$ cat config.mk
export PLATFORM = sky130hd
export DESIGN_NAME = ifu_fetch
export DESIGN_NICKNAME = d
export VERILOG_FILES = /design/src/rtl/ifu_fetch.sv
export SDC_FILE = /design/constraint.sdc
export NUM_CORES = 1
export LEC_CHECK = 0
export CAP_MARGIN = 20
export CELL_PAD_IN_SITES_DETAIL_PLACEMENT = 1
export CELL_PAD_IN_SITES_GLOBAL_PLACEMENT = 1
export CORE_UTILIZATION = 43
export CTS_CLUSTER_SIZE = 14
export DETAILED_ROUTE_END_ITERATION = 12
export PLACE_DENSITY = 0.92
export SLEW_MARGIN = 20
export SYNTH_ARGS = -nofsm -noshare
export SYNTH_HDL_FRONTEND = slang
export SYNTH_SLANG_ARGS = --single-unit
$ cat constraint.sdc
create_clock -name clk -period 4.2 [get_ports clk]
set_clock_uncertainty 0.15 [all_clocks]
set_input_delay 0.84 -clock clk [delete_from_list [all_inputs] [get_ports clk]]
set_output_delay 0.84 -clock clk [all_outputs]
set_load 0.01 [all_outputs]
$ cat src/rtl/ifu_fetch.sv
// ifu_fetch -- instruction fetch unit feeding the IF/ID pipeline register.
//
// Owns the PC and issues at most one outstanding request on the instruction
// bus. Returned words are buffered in a DEPTH-entry FIFO, and the FIFO head is
// presented to IF/ID. A jump from the control unit flushes the FIFO and
// redirects the PC. If a request is still in flight when the jump happens, its
// response is dropped when it arrives. Dispatch is stalled by any nonzero
// hold_flag_i.
//
// Optional build macro: IFU_BYPASS_EN
//   When defined, a live response that arrives while the FIFO is empty and
//   dispatch is not held goes straight to inst_*_o in the same cycle. In that
//   case it is not written to the FIFO.
//
// Ports:
//   clk, rst           clock; asynchronous active-low reset
//   hold_flag_i[1:0]   nonzero stalls dispatch to IF/ID
//   jump_flag_i        single-cycle redirect + flush
//   jump_addr_i[63:0]  redirect target (low two bits ignored)
//   ibus_req_o         fetch request valid
//   ibus_addr_o[63:0]  fetch address (= PC)
//   ibus_ready_i       bus accepts the request this cycle
//   ibus_rvalid_i      response valid (one per accepted request)
//   ibus_rdata_i[31:0] response instruction word
//   inst_addr_o[63:0]  instruction address to IF/ID (0 when not valid)
//   inst_o[31:0]       instruction to IF/ID (NOP_INST when not valid)
//   inst_valid_o       instruction valid to IF/ID
module ifu_fetch #(
  parameter int          DEPTH    = 2,
  parameter logic [63:0] RESET_PC = 64'h0000_0000_8000_0000,
  parameter logic [31:0] NOP_INST = 32'h0000_0013
) (
  input  logic        clk,
  input  logic        rst,
  input  logic [1:0]  hold_flag_i,
  input  logic        jump_flag_i,
  input  logic [63:0] jump_addr_i,
  output logic        ibus_req_o,
  output logic [63:0] ibus_addr_o,
  input  logic        ibus_ready_i,
  input  logic        ibus_rvalid_i,
  input  logic [31:0] ibus_rdata_i,
  output logic [63:0] inst_addr_o,
  output logic [31:0] inst_o,
  output logic        inst_valid_o
);

  localparam int             PTR_W    = $clog2(DEPTH);
  localparam logic [PTR_W:0] DEPTH_C  = (PTR_W + 1)'(DEPTH);
  localparam logic [PTR_W:0] CNT_ZERO = {(PTR_W + 1){1'b0}};

  logic [63:0]      pc_q, pc_d;
  logic [63:0]      req_addr_q, req_addr_d;
  logic             outstanding_q, outstanding_d;
  logic             discard_q, discard_d;
  logic             run_q;
  logic [PTR_W-1:0] wr_ptr_q, wr_ptr_d, rd_ptr_q, rd_ptr_d;
  logic [PTR_W:0]   count_q, count_d;
  logic [63:0]      addr_mem_q [DEPTH];
  logic [31:0]      data_mem_q [DEPTH];

  logic           resp_s, keep_s, bypass_s, push_s, pop_s, fifo_valid_s;
  logic           req_s, hs_s;
  logic [PTR_W:0] count_after_s;

  // A response only counts while a request is actually in flight.
  assign resp_s       = ibus_rvalid_i && outstanding_q;
  // A live response survives unless it was marked stale or a jump lands now.
  assign keep_s       = resp_s && !discard_q && !jump_flag_i;
  assign fifo_valid_s = (count_q != CNT_ZERO) && !jump_flag_i;
  assign pop_s        = fifo_valid_s && (hold_flag_i == 2'b00);

`ifdef IFU_BYPASS_EN
  assign bypass_s = keep_s && (count_q == CNT_ZERO) && (hold_flag_i == 2'b00);
`else
  assign bypass_s = 1'b0;
`endif

  assign push_s        = keep_s && !bypass_s;
  assign count_after_s = count_q + (PTR_W + 1)'(push_s) - (PTR_W + 1)'(pop_s);

  // Request gating: issue only with a free slot reserved for the response.
  // A new request may overlap the cycle in which the previous response lands.
  always_comb begin
    req_s = 1'b0;
    if (!run_q || jump_flag_i) begin
      req_s = 1'b0;
    end else if (!outstanding_q) begin
      req_s = (count_q < DEPTH_C);
    end else if (resp_s && !discard_q) begin
      req_s = (count_after_s < DEPTH_C);
    end else begin
      req_s = 1'b0;
    end
  end

  assign hs_s        = req_s && ibus_ready_i;
  assign ibus_req_o  = req_s;
  assign ibus_addr_o = pc_q;

  // Next-state for the PC, the in-flight tracking and the FIFO pointers.
  always_comb begin
    pc_d          = pc_q;
    req_addr_d    = req_addr_q;
    outstanding_d = outstanding_q;
    discard_d     = discard_q;
    wr_ptr_d      = wr_ptr_q;
    rd_ptr_d      = rd_ptr_q;
    count_d       = count_q;

    if (jump_flag_i) begin
      pc_d = jump_addr_i & ~64'h0000_0000_0000_0003;
    end else if (hs_s) begin
      pc_d = pc_q + 64'd4;
    end else begin
      pc_d = pc_q;
    end

    if (hs_s) begin
      req_addr_d = pc_q;
    end else begin
      req_addr_d = req_addr_q;
    end

    if (hs_s) begin
      outstanding_d = 1'b1;
    end else if (resp_s) begin
      outstanding_d = 1'b0;
    end else begin
      outstanding_d = outstanding_q;
    end

    // Mark the in-flight response stale if a jump overtakes it. A response
    // arriving in the jump cycle is dropped directly, so nothing stays pending.
    if (jump_flag_i && outstanding_q && !ibus_rvalid_i) begin
      discard_d = 1'b1;
    end else if (resp_s) begin
      discard_d = 1'b0;
    end else begin
      discard_d = discard_q;
    end

    if (jump_flag_i) begin
      wr_ptr_d = {PTR_W{1'b0}};
      rd_ptr_d = {PTR_W{1'b0}};
      count_d  = CNT_ZERO;
    end else begin
      wr_ptr_d = wr_ptr_q + PTR_W'(push_s);
      rd_ptr_d = rd_ptr_q + PTR_W'(pop_s);
      count_d  = count_after_s;
    end
  end

  // State registers.
  always_ff @(posedge clk or negedge rst) begin
    if (!rst) begin
      pc_q          <= RESET_PC;
      req_addr_q    <= 64'd0;
      outstanding_q <= 1'b0;
      discard_q     <= 1'b0;
      run_q         <= 1'b0;
      wr_ptr_q      <= {PTR_W{1'b0}};
      rd_ptr_q      <= {PTR_W{1'b0}};
      count_q       <= CNT_ZERO;
    end else begin
      pc_q          <= pc_d;
      req_addr_q    <= req_addr_d;
      outstanding_q <= outstanding_d;
      discard_q     <= discard_d;
      run_q         <= 1'b1;
      wr_ptr_q      <= wr_ptr_d;
      rd_ptr_q      <= rd_ptr_d;
      count_q       <= count_d;
    end
  end

  // FIFO storage: {request address, instruction word} per entry.
  always_ff @(posedge clk or negedge rst) begin
    if (!rst) begin
      for (int i = 0; i < DEPTH; i++) begin
        addr_mem_q[i] <= 64'd0;
        data_mem_q[i] <= 32'd0;
      end
    end else if (push_s) begin
      addr_mem_q[wr_ptr_q] <= req_addr_q;
      data_mem_q[wr_ptr_q] <= ibus_rdata_i;
    end else begin
      addr_mem_q[wr_ptr_q] <= addr_mem_q[wr_ptr_q];
      data_mem_q[wr_ptr_q] <= data_mem_q[wr_ptr_q];
    end
  end

  // IF/ID view: bypassed response, else FIFO head, else canonical NOP.
  always_comb begin
    inst_valid_o = 1'b0;
    inst_addr_o  = 64'd0;
    inst_o       = NOP_INST;
    if (bypass_s) begin
      inst_valid_o = 1'b1;
      inst_addr_o  = req_addr_q;
      inst_o       = ibus_rdata_i;
    end else if (fifo_valid_s) begin
      inst_valid_o = 1'b1;
      inst_addr_o  = addr_mem_q[rd_ptr_q];
      inst_o       = data_mem_q[rd_ptr_q];
    end else begin
      inst_valid_o = 1'b0;
      inst_addr_o  = 64'd0;
      inst_o       = NOP_INST;
    end
  end

endmodule
# Word-level counts from Yosys, hierarchy flattened
# Index checks and enable logic that the tools add are counted.
dict set report classes {
  n_bitwise 2
  order_cmp 5
  addsub 5
  reduce_logical 19
  n_mux 36
}
# op n
set op_table {}
lappend op_table {{64-bit two-way mux} 11}
lappend op_table {{128-bit bitwise mux} 2}
lappend op_table {{32-bit two-way mux} 8}
lappend op_table {{64-bit bitwise mux} 2}
lappend op_table {{128-bit two-way mux} 1}
lappend op_table {{64-bit by 3-bit adder with 64-bit output, second input constant} 1}
lappend op_table {{64-bit demux with 1-bit select} 1}
lappend op_table {{32-bit demux with 1-bit select} 1}
lappend op_table {{1-bit logical AND} 9}
lappend op_table {{1-bit two-way mux} 9}
lappend op_table {{2-bit nonzero test} 4}
lappend op_table {{2-bit greater-or-equal comparator, second input constant} 2}
lappend op_table {{1-bit zero test} 4}
lappend op_table {{2-bit < comparator, second input constant} 2}
lappend op_table {{1-bit NOT with 2-bit output} 2}
lappend op_table {{1-bit adder} 2}
lappend op_table {{2-bit by 1-bit adder with 2-bit output} 1}
lappend op_table {{2-bit zero test} 1}
lappend op_table {{2-bit by 1-bit < comparator with 1-bit output, second input constant} 1}
lappend op_table {{2-bit two-way mux} 1}
lappend op_table {{2-bit by 1-bit subtractor with 2-bit output} 1}
lappend op_table {{1-bit logical OR} 1}
dict set report totals {
  elab_cells 79
  register_bits 327
  inputBits 103
}

# Logic depth before layout (Yosys ltp)
dict set report depth {
  word_depth 12
  ltp_mapped 15
  mapped_depth_nobuf 12
}

# Worst setup path before layout
# No wires, ideal clock.
dict set report synth_path {
  kind {input-to-output}
  start {input port jump_flag_i}
  end {output port ibus_req_o}
  path_slack_ns 0.352
  arrival_ns 2.858
  cell_stages 10
  t_required_ns 3.210
  cell_sequence {or2_2 -> clkbuf_1 -> nor3_1 -> ha_1 -> inv_1 -> ha_1 -> xnor2_1 -> mux2i_4 -> o21ai_0 -> nor2_1}
}
dict set report synth_between {
  elab_chain_len 8
  word_cells_on_any_way 11
  classes_between {2 x add/sub; 1 x order compare; 3 x mux; 5 x reduce/logical}
}
# item line_no
set synth_lines {}
lappend synth_lines {{from (decl)} 36} ;# input logic jump_flag_i,
lappend synth_lines {{1-bit zero test} {69, 70}}
lappend synth_lines {{1-bit logical AND (on tied branches)} {69, 70}}
lappend synth_lines {{2-bit by 1-bit adder with 2-bit output / 1-bit logical AND (equally long branches)} {80, 71}}
lappend synth_lines {{2-bit by 1-bit subtractor with 2-bit output} 80} ;# assign count_after_s = count_q + (PTR_W + 1)'(push_s) - (PTR_W + 1)'(pop_s);
lappend synth_lines {{2-bit < comparator} 91} ;# req_s = (count_after_s < DEPTH_C);
lappend synth_lines {{1-bit two-way mux} 90} ;# end else if (resp_s && !discard_q) begin
lappend synth_lines {{1-bit two-way mux} 88} ;# end else if (!outstanding_q) begin
lappend synth_lines {{1-bit two-way mux *} 86} ;# if (!run_q || jump_flag_i) begin
lappend synth_lines {{to (decl)} 38} ;# output logic ibus_req_o,
# Every way passes the cells marked *; elsewhere a longest branch is shown, timed or not.

# Worst setup path after layout
dict set report layout_path {
  start {input port hold_flag_i[1]}
  end {output port ibus_req_o}
}
dict set report layout_between {
  elab_chain_len 7
}
# item line_no
set layout_lines {}
lappend layout_lines {{from (decl)} 35} ;# input logic [1:0] hold_flag_i,
lappend layout_lines {{2-bit zero test} 71} ;# assign pop_s = fifo_valid_s && (hold_flag_i == 2'b00);
lappend layout_lines {{1-bit logical AND} 71}
lappend layout_lines {{2-bit by 1-bit subtractor with 2-bit output} 80}
lappend layout_lines {{2-bit < comparator} 91}
lappend layout_lines {{1-bit two-way mux} 90}
lappend layout_lines {{1-bit two-way mux} 88}
lappend layout_lines {{1-bit two-way mux} 86}
# No other way between the ends.

==> results.toml <==
[synthesis]
ys_top_cells_by_count = "dfrtp_1 (322), mux2_2 (239), nor2_1 (117)"
synth_xor_area_frac = 0.0363
synth.distinct_cells = 54
yosysTopAreaCell = "dfrtp_1"
synthAdderAreaFrac = 0.00251
ys.flop_type = "dfrtp_1"
synth-simple-area-share = 0.110
synth-compound-area-share = 0.0254
yosysTopAreaCellShare = 0.539
synth_top_family_by_area = "multiplexers"
synth-seq-cells = 323
synth_most_common_cell = "dfrtp_1"
async_flop_share = 1.00
synth_area_sq_um = 15000
synth.area.top_cells = "dfrtp_1 (54%), mux2_2 (18%), mux2i_1 (6.5%), nor2_1 (2.9%), xnor2_1 (2.8%)"
muxShareOfSynthArea = 0.260
yosysSeqAreaShare = 0.541
synth_cells = 1217
syn_area_per_cell_sq_um = 12.3
synth_edf_count = 0
yosys_warnings = 0

[setup_path]
cp.required_ns = 3.21
r2r_start = "count_q[1]$_DFF_PN0_"
timing.rr.end = "ibus_addr_o[61]$_DFFE_PN0P_"
reg2regPathDepth = 16
r2r_slack_ns = 0.59
critical_path_arrival_ns = 3.06
crit_type = "in2out"
cp-end-kind = "primary output"
crit_fanout = 3
worstSetupStartpointType = "input pin"

[timing]
setup_violations = 0
hold_viol = 0
clock.fmax_ghz = 0.247
hold-worst-slack_ns = 0.240
tightest_slew_ns = 0.923
rsz0062_at_grt = "no"
period_share = 0.963
slew_headroom = 0.385
finalCriticalPeriod_ns = 4.05
tns_ns = 0
maxSlewViolCount = 0

[clock_network]
cts_tree = "yes"
clk_pin_slew_ns = 0.06
clockRootBuffer = "clkbuf_16"
ctsHtreeMaxLevel = 2
clock_latency_ns = 0.52
post-cts-setup-buffers = 0
cts_buffer_depth = 3
cts.sink_count = 323
cts_hold_buffers = 0
numCtsBuffers = 37

[route]
remaining_drc_errors = 0
dr.first_iter.drc_count = 566
wl_um = 44100
wl_per_cell_um = 22.5
drt-pass1-iter-count = 4
antenna_left = 0
avgViaCountPerCell = 5.53
dr_total_vias = 10800

[final_layout]
design_area_sq_um = 19500
post-route-util = 0.574
area_delta_synth_final_pct = 30.1
drive_above_1_share = 0.246
nNetsFinal = 1591
antenna_cells = 0
fin_cells = 1960

[run]
drv_cap = 0

[power_and_ir_drop]
p_sw_w = 0.00241
swShare = 0.267
powerDensity_nw_per_um2 = 464
power_frac_seq = 0.477
ir_worst_vdd_mv = 0.265
leakage_nw = 8.11
p_clk_frac = 0.350
p_comb_frac = 0.173
internal-power_w = 0.00661

[grt]
grt_first_pass_wirelength_um = 70100
grt_usage = 0.251
grt_start_max_net_pins = 115
grtUsageMet1 = 0.317
grt-busiest-layer = "met2"
antenna_found_initial = 2
grt_pass1_vias = 12300
grt_use_met3 = 0.0399
grt_remaining_overflow = 0
met2_usage = 0.437

[floorplan]
core_sq_um = 33900
die_w_um = 188
io_pins = 265
rows = 67
die-area_sq_um = 35500
initial_core_util = 0.442
die-height_um = 188

[placed_design]
dpl.cell_count = 1894
place_congestion = 0.776
io_buffers = 260
dp_hpwl_um = 29300
placed_area_sq_um = 18200

[worst_hold_path]
hold_class = "in2async"

[run_status]
outcome = "complete, no violations"
==> placed cells by master (no fill, tap or decap), drive strengths merged, types with 21 or more instances in the layout <==
cell type | synthesis | routed
clkdlybuf4s50 | 0 | 256
nor2 | 118 | 118
nand2 | 84 | 84
buf | 25 | 43
nor3 | 21 | 21
mux2i | 98 | 98
nor4 | 26 | 26
clkbuf | 47 | 63
xnor2 | 47 | 47
nand4 | 21 | 21
o21ai | 55 | 55
mux2 | 257 | 257
dfrtp | 322 | 322
==> power by group through the flow <==
stage	Sequential [W]	Combinational [W]	Clock (W)
floorplan	0.00418	0.000973	0
global placement	0.00425	0.00145	0
detailed placement	0.00435	0.00156	0
CTS	0.00431	0.00158	0.00323
global route	0.00439	0.00170	0.00335
finish	0.00430	0.00156	0.00316
==> stage by stage <==
stage	worst slack [ns]	total power [W]
after floorplan	0.352	0.00515
after global placement	-0.448	0.00570
after detailed placement	-0.483	0.00590
after CTS	0.0249	0.00912
after global routing	0.0674	0.00945
final	0.155	0.00902
==> worst max-delay path: stages <==
cell and delay (ns):
clkdlybuf4s50_1 0.48, nor3_2 0.05, buf_4 0.15, ha_1 0.27, inv_1 0.05, ha_1 0.20, xnor2_2 0.25, mux2i_4 0.28
o21ai_1 0.11, nor2_2 0.19, buf_2 0.17
==> registers in the layout, indices dropped and copies added, names as in the netlist <==
register / cells
addr_mem_q: 128
outstanding_q: 1
data_mem_q: 64
discard_q: 1
count_q: 2
ibus_addr_o: 62
req_addr_q: 62
rd_ptr_q: 1
wr_ptr_q: 1
run_q: 1
==> per-layer routing <==
| metal | vias to the layer above | routed length, um |
|---|---|---|
| met1 | 5637 | 18400 |
| met4 | 4 | 1380 |
| li1 | 4780 | - |
| met3 | 109 | 1980 |
| met2 | 306 | 22300 |
| met5 | - | 27 |
==> layout make-up <==
type	count	area (sq um)
Tap cell	448	561
Clock buffer	63	1180
Inverter	15	56.3
Clock inverter	3	22.5
Multi-Input combinational cell	808	6540
Sequential cell	323	8090
Timing Repair Buffer	300	3000
Fill cell	3416	14400
==> worst max path at each step <==
stage / from / to / slack (ns) / depth (start not counted)
after floorplan: jump_flag_i / ibus_req_o / 0.35 / 10
after global placement: hold_flag_i[0] / ibus_req_o / -0.45 / 11
after detailed placement: hold_flag_i[0] / ibus_req_o / -0.48 / 11
after CTS: count_q[1]$_DFF_PN0_ / inst_addr_o[63] / 0.02 / 6
after global routing: hold_flag_i[1] / ibus_req_o / 0.07 / 11
final: hold_flag_i[1] / ibus_req_o / 0.15 / 11
==> cells by family after synthesis <==
family / count (synthesis)
simple gates: 318
fa+ha+maj: 3
compound gates: 67
buf+inv: 87
mux: 355
xor+xnor: 62
other cells: 2
flops: 323
==> what timing repair did <==
action                                  CTS  global route
pin swaps                                 2             2
gates cloned                              0             0
gates resized for setup                   8             3
endpoints found under the setup margin   11             7
Note: power is estimated with default switching activity, not from simulation.
==> patch: new RTL, config.mk and constraints unchanged <==
Take the reset off `req_addr_q` and load it in a clocked block of its own.
--- a/src/rtl/ifu_fetch.sv
+++ b/src/rtl/ifu_fetch.sv
@@ -156,5 +156,4 @@
     if (!rst) begin
       pc_q          <= RESET_PC;
-      req_addr_q    <= 64'd0;
       outstanding_q <= 1'b0;
       discard_q     <= 1'b0;
@@ -165,5 +164,4 @@
     end else begin
       pc_q          <= pc_d;
-      req_addr_q    <= req_addr_d;
       outstanding_q <= outstanding_d;
       discard_q     <= discard_d;
@@ -173,4 +171,8 @@
       count_q       <= count_d;
     end
+  end
+
+  always_ff @(posedge clk) begin
+    req_addr_q <= req_addr_d;
   end
 
Function: no difference found for any inputs over 4 cycles, from zero or initial values and one cycle with rst low; that may be too few to reach the edited logic, so the function may still have changed.
==> patch against the original RTL <==
Synthesized area shrank 2.6%. Setup slack lost 0.088 ns. Final area shrank 2.4%. Clock power shrank 6%. Wire length grew 0.92%. Sequential cell count is the same. Power shrank 3.0%. Critical endpoint unchanged.
==> patch: results (changes against the original RTL) <==
The run finished with clean final reports. The distinct cell type count of the synthesized netlist is 57 (+5.6%). The post-synthesis adder-cell area fraction is 0.2577% (+0.0067 points). The number of vias per cell is 5.707 (+3.2%).

The XOR/XNOR share of the synthesized area is 1.383% (-2.2 points). The count of flip-flops with a built-in enable after synthesis came out at 62 (+62). Compared with the post-synthesis result, the final layout area differs by 30.40%. The number of DRC violations after detailed-routing iteration 0 came out at 605 (+6.9%). The number of sequential storage elements is 323 (unchanged). The storage element area came to 8398 um^2 (+3.8%). The number of gates given a new drive strength after cts came out at 3 (-5). The via count was 10,923 (+0.80%). The register area share after synthesis was 57.63% (+3.6 points).

The placement-stage cell area came to 17,870 um^2 (-2.0%). The number of clock buffers in the layout was 52 (-17%). After synthesis, the most frequently instantiated cells are dfrtp_1 (260), mux2_2 (188), nor2_1 (148).

The CTS buffer count is 36 (-2.7%). The fraction of area in multi-input gates came out at 31.15% (-2.5 points). The number of nets at the end of the flow is 1,547 (-2.8%). By area the synthesized netlist is led by dfrtp_1 (45%), mux2_2 (15%), edfxtp_1 (13%), mux2i_1 (6.8%), nor2_1 (3.8%). The worst-case setup slack after placement was -0.3178 ns (+0.1649 ns). The global router's overall resource usage came to 25.98% (+0.83 points). The post-synthesis area per instance is 12.36 um^2 (+0.63%). The estimated wirelength of the detail-placed design is 29,650 um (+1.1%). The leakage dissipation is 7.462 nW (-8.0%). The transition time of the tightest slew-check pin came to 0.8452 ns (-0.07747 ns). The largest fanout on the critical path is 2 (-1). The number of logic inverters in the finished layout came to 10 (-5). The areal power density over the cells came out at 460.7 nW/um^2 (-0.65%). The final weighted congestion of routability-driven global placement is 0.8225 (+6.1%).

The mean routed wirelength per cell is 23.25 um (+3.3%). The initial antenna violation count is 1 (-1). The cell area after synthesis is 14,570 um^2 (-2.6%). The filler cell count came out at 3,365 (-1.5%).

The share of async-settable or async-resettable flops after synthesis came out at 80.80% (-19 points). The power dissipated in sequential cells came out at 4.25 mW (-1%).
[patch: worst paths after layout]
kind / startpoint / to / slack [ns] / depth (start not counted)
worst max-delay path: ibus_rvalid_i / ibus_req_o / 0.07 / 12
worst min-delay path: rst / addr_mem_q[108] / 0.22 / 1
worst max register to register: count_q[1] / ibus_addr_o[55] / 0.38 / 14
worst min register to register: req_addr_q[15] / addr_mem_q[79] / 0.35 / 1
max in group asynchronous: rst / addr_mem_q[58] / 2.76 / 2
min in group clk: req_addr_q[15] / addr_mem_q[79] / 0.35 / 1
[patch: per-layer routing]
metal	global-route usage (%)	routed length (um)
met4	13.15	2270
met2	43.43	21800
met1	32.39	17950
met5	0	11
met3	4.422	2472
[patch: logic make-up after synthesis]
logic type | Yosys count
multiplexers | 287
adder cells (fa/ha/maj) | 3
XOR/XNOR | 23
other | 2
flip-flops | 323
AND/OR/NAND/NOR | 329
buffers and inverters | 81
AO/OA/AOI/OAI | 130
